[config.mk]
export PLATFORM = sky130hd
export DESIGN_NAME = vram_scanout_flat
export DESIGN_NICKNAME = d
export VERILOG_FILES = /design/src/rtl/vram_scanout_if.sv /design/src/rtl/vram_scanout.sv /design/src/flat_wrapper.sv
export SDC_FILE = /design/constraint.sdc
export NUM_CORES = 1
export LEC_CHECK = 0
export CAP_MARGIN = 20
export CORE_MARGIN = 8
export CORE_UTILIZATION = 46
export DETAILED_ROUTE_END_ITERATION = 10
export PLACE_DENSITY = 0.76
export SYNTH_ARGS = -nofsm -noshare
export SYNTH_HDL_FRONTEND = slang
export SYNTH_SLANG_ARGS = --single-unit
[constraint.sdc]
create_clock -name CLK -period 2.1 [get_ports CLK]
set_input_delay 0.315 -clock CLK [delete_from_list [all_inputs] [get_ports CLK]]
set_output_delay 0.315 -clock CLK [all_outputs]
set_load 0.02 [all_outputs]
[src/rtl/vram_scanout_if.sv]
// Bus bundle for vram_scanout: VRAM port-B read side and the pixel stream side.
interface vram_scanout_if;
  logic [17:0] ADDR_B;
  logic        WE_B;
  logic [7:0]  DATA_B;
  logic [7:0]  Q_B;
  logic [7:0]  PIX_DATA;
  logic        PIX_VALID;
  logic        PIX_READY;
  logic        PIX_SOF;
  logic        PIX_EOL;
  logic        PIX_EOF;

  modport master (
    output ADDR_B, WE_B, DATA_B,
    input  Q_B,
    output PIX_DATA, PIX_VALID, PIX_SOF, PIX_EOL, PIX_EOF,
    input  PIX_READY
  );

  modport slave (
    input  ADDR_B, WE_B, DATA_B,
    output Q_B,
    input  PIX_DATA, PIX_VALID, PIX_SOF, PIX_EOL, PIX_EOF,
    output PIX_READY
  );
endinterface

[src/rtl/vram_scanout.sv]
// Frame scanout from VRAM port B into a 2-entry pixel FIFO with SOF/EOL/EOF markers.
// Double buffering (frame swap at EOF) is enabled by defining VRAM_SCANOUT_DOUBLE_BUF_EN.
module vram_scanout #(
  parameter int unsigned H_ACTIVE    = 256,
  parameter int unsigned V_ACTIVE    = 192,
  parameter int unsigned SECOND_BASE = 49152
) (
  input  logic           CLK,
  input  logic           RST,
  input  logic           EN,
  input  logic           SWAP_REQ,
  vram_scanout_if.master bus,
  output logic           FRAME_SEL,
  output logic           SWAP_ACK,
  output logic           BUSY
);
  localparam int unsigned FRAME_PIX = H_ACTIVE * V_ACTIVE;
  localparam int unsigned CW        = $clog2(FRAME_PIX);
  localparam int unsigned XW        = $clog2(H_ACTIVE);
  localparam int unsigned AW        = 18;
  localparam logic [CW-1:0] LAST_PIX = CW'(FRAME_PIX - 1);
  localparam logic [XW-1:0] LAST_COL = XW'(H_ACTIVE - 1);

  typedef enum logic [1:0] {IDLE, FETCH, DRAIN} state_e;

  state_e        state_q, state_d;
  logic [CW-1:0] cnt_q, cnt_d;
  logic [XW-1:0] col_q, col_d;
  logic [AW-1:0] addr_q, addr_d;
  logic          frame_sel_q, frame_sel_d;
  logic          pending_q, pending_d;
  logic          ack_q, ack_d;
  logic          busy_q, busy_d;
  // Markers travel as {sof, eol, eof}
  logic          inf_q, inf_d;
  logic [2:0]    inf_flags_q, inf_flags_d;
  logic          head_v_q, head_v_d, tail_v_q, tail_v_d;
  logic [7:0]    head_data_q, head_data_d, tail_data_q, tail_data_d;
  logic [2:0]    head_flags_q, head_flags_d, tail_flags_q, tail_flags_d;

  logic [1:0]    load;
  logic          pop, issue, eof_acc, swap_now;

  always_comb begin
    state_d      = state_q;
    cnt_d        = cnt_q;
    col_d        = col_q;
    frame_sel_d  = frame_sel_q;
    ack_d        = 1'b0;
    inf_d        = 1'b0;
    inf_flags_d  = inf_flags_q;
    head_v_d     = head_v_q;
    head_data_d  = head_data_q;
    head_flags_d = head_flags_q;
    tail_v_d     = tail_v_q;
    tail_data_d  = tail_data_q;
    tail_flags_d = tail_flags_q;

    pop     = head_v_q & bus.PIX_READY;
    load    = 2'(head_v_q) + 2'(tail_v_q) + 2'(inf_q);
    issue   = (state_q == FETCH) && ((load <= 2'd1) || ((load == 2'd2) && pop));
    eof_acc = pop & head_flags_q[0];
`ifdef VRAM_SCANOUT_DOUBLE_BUF_EN
    swap_now  = eof_acc & (pending_q | SWAP_REQ);
    pending_d = eof_acc ? 1'b0 : (pending_q | SWAP_REQ);
`else
    swap_now  = eof_acc & pending_q;
    pending_d = 1'b0;
`endif

    case (state_q)
      IDLE: begin
        cnt_d = '0;
        col_d = '0;
        if (EN) state_d = FETCH;
      end
      FETCH: begin
        if (issue) begin
          inf_d       = 1'b1;
          inf_flags_d = {cnt_q == '0, col_q == LAST_COL, cnt_q == LAST_PIX};
          if (cnt_q == LAST_PIX) begin
            state_d = DRAIN;
          end else begin
            cnt_d = cnt_q + CW'(1);
            col_d = (col_q == LAST_COL) ? '0 : col_q + XW'(1);
          end
        end
      end
      DRAIN: begin
        if (eof_acc) begin
          cnt_d   = '0;
          col_d   = '0;
          state_d = EN ? FETCH : IDLE;
        end
      end
      default: state_d = IDLE;
    endcase

    if (swap_now) begin
      frame_sel_d = ~frame_sel_q;
      ack_d       = 1'b1;
    end

    // FIFO: shift on pop, then land returning read data in the first free slot
    if (pop) begin
      head_v_d     = tail_v_q;
      head_data_d  = tail_data_q;
      head_flags_d = tail_flags_q;
      tail_v_d     = 1'b0;
    end
    if (inf_q) begin
      if (!head_v_d) begin
        head_v_d     = 1'b1;
        head_data_d  = bus.Q_B;
        head_flags_d = inf_flags_q;
      end else begin
        tail_v_d     = 1'b1;
        tail_data_d  = bus.Q_B;
        tail_flags_d = inf_flags_q;
      end
    end

    addr_d = (frame_sel_d ? AW'(SECOND_BASE) : '0) + AW'(cnt_d);
    busy_d = (state_d != IDLE);
  end

  always_ff @(posedge CLK) begin
    if (RST) begin
      state_q      <= IDLE;
      cnt_q        <= '0;
      col_q        <= '0;
      addr_q       <= '0;
      frame_sel_q  <= 1'b0;
      pending_q    <= 1'b0;
      ack_q        <= 1'b0;
      busy_q       <= 1'b0;
      inf_q        <= 1'b0;
      inf_flags_q  <= '0;
      head_v_q     <= 1'b0;
      head_data_q  <= '0;
      head_flags_q <= '0;
      tail_v_q     <= 1'b0;
      tail_data_q  <= '0;
      tail_flags_q <= '0;
    end else begin
      state_q      <= state_d;
      cnt_q        <= cnt_d;
      col_q        <= col_d;
      addr_q       <= addr_d;
      frame_sel_q  <= frame_sel_d;
      pending_q    <= pending_d;
      ack_q        <= ack_d;
      busy_q       <= busy_d;
      inf_q        <= inf_d;
      inf_flags_q  <= inf_flags_d;
      head_v_q     <= head_v_d;
      head_data_q  <= head_data_d;
      head_flags_q <= head_flags_d;
      tail_v_q     <= tail_v_d;
      tail_data_q  <= tail_data_d;
      tail_flags_q <= tail_flags_d;
    end
  end

`ifndef VRAM_SCANOUT_DOUBLE_BUF_EN
  logic unused_swap_req;
  assign unused_swap_req = SWAP_REQ;
`endif

  assign bus.ADDR_B    = addr_q;
  assign bus.WE_B      = 1'b0;
  assign bus.DATA_B    = 8'h00;
  assign bus.PIX_DATA  = head_data_q;
  assign bus.PIX_VALID = head_v_q;
  assign bus.PIX_SOF   = head_flags_q[2];
  assign bus.PIX_EOL   = head_flags_q[1];
  assign bus.PIX_EOF   = head_flags_q[0];
  assign FRAME_SEL     = frame_sel_q;
  assign SWAP_ACK      = ack_q;
  assign BUSY          = busy_q;
endmodule

[src/flat_wrapper.sv]
// flat-port wrapper written by rule: the top's interface ports become plain ports
module vram_scanout_flat 
#(
  parameter int unsigned H_ACTIVE    = 256,
  parameter int unsigned V_ACTIVE    = 192,
  parameter int unsigned SECOND_BASE = 49152
)
  (CLK, RST, EN, SWAP_REQ, FRAME_SEL, SWAP_ACK, BUSY, bus_ADDR_B, bus_WE_B, bus_DATA_B, bus_Q_B, bus_PIX_DATA, bus_PIX_VALID, bus_PIX_SOF, bus_PIX_EOL, bus_PIX_EOF, bus_PIX_READY);
  vram_scanout_if bus_i ();
  input  logic CLK;
  input  logic RST;
  input  logic EN;
  input  logic SWAP_REQ;
  output logic FRAME_SEL;
  output logic SWAP_ACK;
  output logic BUSY;
  output wire logic [$bits(bus_i.ADDR_B)-1:0] bus_ADDR_B;
  output wire logic [$bits(bus_i.WE_B)-1:0] bus_WE_B;
  output wire logic [$bits(bus_i.DATA_B)-1:0] bus_DATA_B;
  input wire logic [$bits(bus_i.Q_B)-1:0] bus_Q_B;
  output wire logic [$bits(bus_i.PIX_DATA)-1:0] bus_PIX_DATA;
  output wire logic [$bits(bus_i.PIX_VALID)-1:0] bus_PIX_VALID;
  output wire logic [$bits(bus_i.PIX_SOF)-1:0] bus_PIX_SOF;
  output wire logic [$bits(bus_i.PIX_EOL)-1:0] bus_PIX_EOL;
  output wire logic [$bits(bus_i.PIX_EOF)-1:0] bus_PIX_EOF;
  input wire logic [$bits(bus_i.PIX_READY)-1:0] bus_PIX_READY;
  assign bus_ADDR_B = bus_i.ADDR_B;
  assign bus_WE_B = bus_i.WE_B;
  assign bus_DATA_B = bus_i.DATA_B;
  assign bus_i.Q_B = bus_Q_B;
  assign bus_PIX_DATA = bus_i.PIX_DATA;
  assign bus_PIX_VALID = bus_i.PIX_VALID;
  assign bus_PIX_SOF = bus_i.PIX_SOF;
  assign bus_PIX_EOL = bus_i.PIX_EOL;
  assign bus_PIX_EOF = bus_i.PIX_EOF;
  assign bus_i.PIX_READY = bus_PIX_READY;
  vram_scanout #(.H_ACTIVE(H_ACTIVE), .V_ACTIVE(V_ACTIVE), .SECOND_BASE(SECOND_BASE)) u_core (.CLK(CLK), .RST(RST), .EN(EN), .SWAP_REQ(SWAP_REQ), .bus(bus_i), .FRAME_SEL(FRAME_SEL), .SWAP_ACK(SWAP_ACK), .BUSY(BUSY));
endmodule
-- After elaboration in Yosys (flattened, before gate mapping)
Index checks and enable logic that the tools add are counted.
- add/sub/neg operators: 4
- $lt $le $gt $ge: 1
- equality and inequality tests: 8
- multiplexer cells: 27
- bitwise operators: 3
- reductions and logical operators: 11
- operators with widths (kind ; number):
    $mux W8 ; 7
    $mux W16 ; 3
    $pmux W16 S3 ; 1
    $pmux W8 S3 ; 1
    $add A16 B1 Y16 const B ; 1
    $eq A16 B16 Y1 const B ; 1
    $logic_not A16 Y1 ; 1
    $mux W3 ; 3
    $add A8 B1 Y8 const B ; 1
    $eq A8 B8 Y1 const B ; 1
    $mux W2 ; 4
    $mux W1 ; 7
    $pmux W2 S3 ; 1
    $eq A2 B2 Y1 const B ; 2
    $ne A2 B1 Y1 const B ; 2
    $reduce_and A2 Y1 ; 2
    $reduce_and A4 Y1 ; 1
    $reduce_bool A3 Y1 ; 1
    $add A1 B1 Y2 ; 1
    $add A2 B1 Y2 ; 1
    $and A1 B1 Y1 ; 2
    $eq A2 B1 Y1 const B ; 1
    $le A2 B1 Y1 const B ; 1
    $logic_and A1 B1 Y1 ; 2
    6 further kinds ; 6
- register bits: 55
- input port bits: 13
- output and inout bits: 42
- logic and storage cells: 66

-- Logic depth before layout (Yosys ltp)
- word-level depth: 9
- mapped depth: 7
- mapped depth without buffers: 6

-- Least setup slack after synthesis
No wires, ideal clock.
- path type: register to register
- start point: register u_core.head_v_q, in the netlist u_core.bus.PIX_VALID
- end point: register u_core.addr_q[15], in the netlist u_core.bus.ADDR_B[15]
- setup time: 0.059 ns
- data arrival time: 2.433 ns
- required time: 2.041 ns
- setup slack: -0.393 ns
- cell stages (with the launch flop): 7
- buffers on the path: 0
- clock period less this slack: 2.493 ns
- cell sequence: dfxtp_1 -> fa_1 -> nand3b_2 -> a21o_1 -> a221o_1 -> or4_1 -> nand2_1
- word-level cells in the longest chain between the ends: 8
- elaborated cells on any way between the ends: 12
- classes of those cells: add/sub: 2; order compare: 1; eq/ne: 3; bitwise: 2; reduce/logical: 4
- RTL lines (item ; RTL line ; source):
    from (decl) ; vram_scanout.sv:37 ; logic head_v_q, head_v_d, tail_v_q, tail_v_d;
    from (signal assigned) ; vram_scanout.sv:156 ; head_v_q <= head_v_d;
    $add A1 B1 Y2 ; vram_scanout.sv:60 ; load = 2'(head_v_q) + 2'(tail_v_q) + 2'(inf_q);
    $add A2 B1 Y2 ; vram_scanout.sv:60 ;
    $eq A2 B2 Y1 ; vram_scanout.sv:61 ; issue = (state_q == FETCH) && ((load <= 2'd1) || ((load == 2'd2) && pop));
    $logic_and A1 B1 Y1 ; vram_scanout.sv:61 ;
    $logic_or A1 B1 Y1 ; vram_scanout.sv:61 ;
    $logic_and A1 B1 Y1 ; vram_scanout.sv:61 ;
    $ne A2 B1 Y1 (no line) ; n/a ;
    $reduce_and A4 Y1 (no line) * ; n/a ;
    to (signal assigned) ; vram_scanout.sv:149 ; addr_q <= addr_d;
    to (decl) ; vram_scanout.sv:29 ; logic [AW-1:0] addr_q, addr_d;
Mark *: on every way between the ends. The rest lies on a longest branch, timed or not.
A chain may end at the register's enable or synchronous reset.

-- Final worst setup path
- start point: register u_core.inf_q
- end point: register u_core.addr_q[15], in the netlist u_core.bus.ADDR_B[15]
- word-level cells in the longest chain between the ends: 7
- elaborated cells on any way between the ends: 8
- classes of those cells: add/sub: 1; order compare: 1; eq/ne: 2; reduce/logical: 4
- RTL lines (item ; RTL line ; source):
    from (decl) ; vram_scanout.sv:35 ; logic inf_q, inf_d;
    from (signal assigned) ; vram_scanout.sv:154 ; inf_q <= inf_d;
    $add A2 B1 Y2 * ; vram_scanout.sv:60 ;
    $eq A2 B2 Y1 ; vram_scanout.sv:61 ;
    $logic_and A1 B1 Y1 ; vram_scanout.sv:61 ;
    $logic_or A1 B1 Y1 * ; vram_scanout.sv:61 ;
    $logic_and A1 B1 Y1 * ; vram_scanout.sv:61 ;
    $ne A2 B1 Y1 (no line) * ; n/a ;
    $reduce_and A4 Y1 (no line) * ; n/a ;
Marks and branches as above.

==> flow_summary_export.csv <==
group,metric,value,unit
routing,route.antenna.remaining_nets,0,
clock_tree,cts_tree,"done",
floorplanning,die_y,92.53,um
finish,fin_nets,419,
critical_path,crit_path_cell_trace,"fa_1, nand3b_4, a21o_4, a221o_1, or4_1, nand2_1",
finish,multiInputGateArea,1494,sq um
floorplanning,io_pins,55,
floorplanning,die_x,92.53,um
place,gp_congestion,0.8583,
critical_path,start_kind,"register",
floorplanning,dieArea,8561,sq um
global_route,grt_pass1_wl,11.45,mm
floorplanning,num_rows,28,
clock_tree,cts_root_buffer,"clkbuf_8",
global_route,busiest_layer,"met2",
routing,vias,2665,
critical_path,cp.required,2.36,ns
run_status,status,"finished, violations left",
place,dp_hpwl,5.113,mm
power,vdd.ir_drop.worst,0.0002958,V
clock_tree,h-tree-depth,2,
run,maxCapViolations,0,
timing,hold_viol_final,0,
power,p_int,1.414,mW
global_route,grt_max_degree,42,
timing,grt_setup_unrepaired,"true",
synth,yosys.area_share.simple,28.33,%
synth,synth_cells,326,
synth,ys.flop_type,"dfxtp_1",
power,p_clk_share,30.8,%
place,placed_area,3441,sq um
global_route,met1_usage,20.53,%
timing,tightest_slew,0.5486,ns
synth,ys_types,51,
power,swShare,26.79,%
timing,skew,0.007422,ns
power,p_switching,0.5175,mW
global_route,grt_use_met2,26.40,%
synth,synth_xor_area_share,1.301,%
routing,wl_per_cell,14.59,um
clock_tree,clock_sinks,55,
timing,setup_violations,3,
synth,ys_ff_latch,55,
routing,firstDrtPassIters,4,
finish,drive_above_1_share,17.62,%
timing,hold_slack,0.4862,ns
global_route,gr-total-overflow,0,
global_route,grt_pass1_vias,2389,
synth,synth_area,2694,sq um
timing,worst_slack,-0.02196,ns
synth,synth_common_cells,"dfxtp_1, nor2_1, nand2_1",
timing,fin_tns_setup,-0.04776,ns
synth,ys_top_cells_by_area,"dfxtp_1, nor2_1, nand2_1",
place,dp.cells,468,
finish,instances_no_fill,478,
finish,area_growth,32.65,%
routing,drt-initial-drc-count,135,
clock_tree,cts.path.max_buffers,2,
global_route,antenna_found_initial,0,
power,powerDensity,540.6,nW/um^2
finish,n_antenna_cell,0,
timing,min_period_over_period,101.0,%
run_status,violations,"negative setup slack",
critical_path,critPathArrivalTime,2.38,ns
floorplanning,core,5781,sq um
finish,nFillCells,511,
critical_path,crit_slowest_cell,"fa_1",
critical_path,criticalPathCategory,"register to register",
timing,max_clock_freq,471.3,MHz
finish,ff_latch_area,1107,sq um
synth,synth-edff-count,0,
power,seqPwrFrac,56.1,%
synth,synth_top_area_share,40.87,%
synth,synth_compound_area_share,15.19,%
routing,drc,0,
routing,wirelength,6.976,mm
synth,synthAdderAreaFrac,2.137,%
synth,post_synth.cell_area_avg,8.263,sq um
clock_tree,clkLatencyLatePin,0.32,ns
synth,synth_top_cell_by_area,"dfxtp_1",
critical_path,crit_fanout,5,
synth,seq_area_frac_synth,40.87,%
global_route,grt_usage,15.97,%
global_route,grt_use_met3,2.832,%
power,p_comb_share,13.1,%
floorplanning,start_util,46.60,%
timing,relSlewSlack,63.14,%
min_path,hold_path.class,"register to register",
routing,via_per_inst,5.575,
synth,synthMuxAreaShare,4.830,%
clock_tree,numCtsBuffers,5,
critical_path,cpPeakStageDelay,0.46,ns
clock_tree,path_clk_slew,0.10,ns
timing,drv_slew,0,
synth,yosysWarnings,0,
power,p_leak,1.409,nW
synth,postSynth.asyncResetShare,0,%
synth,synth.most_common_cell,"dfxtp_1",
timing,timing.final.crit_period,2.122,ns
finish,stdcell_area,3573,sq um
critical_path,endpoint_kind,"register",
finish,fin_util,61.82,%
synth,synth_top_family_by_area,"simple AND/OR/NAND/NOR gates",
place,io_buffers,40,
-- worst max-delay path, delay by kind of cell, from the launching register on --
family / cells / cell delay (ns)
adder cells (fa/ha/maj): 1 / 0.46
flip-flops: 1 / 0.34
AO/OA/AOI/OAI: 2 / 0.61
AND/OR/NAND/NOR: 3 / 0.64
-- routing by layer --
metal | up-vias | part of all wire, % | wire length [um]
li1 | 1301 | - | -
met1 | 1291 | 45 | 3174
met2 | 65 | 49 | 3408
met3 | 8 | 4.4 | 309
met4 | 0 | 1.2 | 83
met5 | - | 0 | 0
-- worst paths after layout --
path,start,endpoint,slack [ns],cells after the start
setup / recovery,u_core.inf_q,u_core.bus.ADDR_B[15],-0.02,6
hold / removal,u_core.bus.PIX_DATA[1],u_core.bus.PIX_DATA[1],0.49,2
setup reg to reg,u_core.inf_q,u_core.bus.ADDR_B[15],-0.02,6
hold reg to reg,u_core.bus.PIX_DATA[1],u_core.bus.PIX_DATA[1],0.49,2
-- power by group through the flow --
stage	Sequential, mW	Combinational, mW	Clock, mW
5_1_grt	1.09	0.272	0.648
4_1_cts	1.08	0.249	0.602
2_1_floorplan	1.13	0.133	0
3_5_place_dp	1.11	0.247	0
3_3_place_gp	1.11	0.245	0
6_report	1.08	0.254	0.595
-- layout by cell type (no fill, tap or decap), types with 2 or more instances in the layout --
master / count
ha_1: 3
buf_12: 2
a211oi_1: 2
nand2b_1: 2
nor4_4: 2
and3_1: 2
clkbuf_8: 5
or2_2: 3
conb_1: 13
xnor2_1: 3
o21ai_0: 7
nand3_1: 26
or3_1: 7
o21ai_1: 7
a311oi_1: 12
nand4_1: 6
buf_4: 43
dfxtp_1: 52
nor4_1: 4
nor2_1: 39
a21oi_2: 3
dfxtp_2: 2
or4_1: 4
and4_1: 2
nor3_1: 7
nand2_1: 38
mux2i_1: 13
inv_1: 7
clkdlybuf4s50_1: 40
a21oi_1: 22
-- cell families after synthesis --
family          after synthesis
simple gates                151
compound gates               62
flops                        55
buf+inv                      36
mux                          13
fa+ha+maj                     4
xor+xnor                      4
other cells                   1
-- final cells by class --
type,count,area share (%)
sequential,55,30.99
inverter,7,0.7353
clock buffer,6,2.031
tap,75,2.626
timing repair buffer,85,21.36
clock inverter,2,0.4552
multi-input combinational,248,41.81
-- per-stage QoR --
step / power, mW / setup slack, ns
finish: 1.932 / -0.02196
global route: 2.008 / -0.1219
CTS: 1.934 / -0.01911
detailed placement: 1.355 / -0.1120
global placement: 1.351 / -0.08936
floorplan: 1.260 / 0.006509
-- registers in the layout, indices dropped and copies added, names as in the netlist --
signal,flops
u_core.BUSY,1
u_core.bus.ADDR_B,16
u_core.bus.PIX_DATA,8
u_core.bus.PIX_VALID,1
u_core.col_q,8
u_core.head_flags_q,3
u_core.inf_flags_q,3
u_core.inf_q,1
u_core.state_q,2
u_core.tail_data_q,8
u_core.tail_flags_q,3
u_core.tail_v_q,1
-- timing repair --
action / in CTS / in global routing
pin swaps: 1 / 3
hold buffers: 0 / 0
endpoints found under the setup margin: 3 / 17
gates resized for setup: 1 / 6
cloned: 0 / 1
buffers inserted: 1 / 0
(Power assumes the default switching activity.)
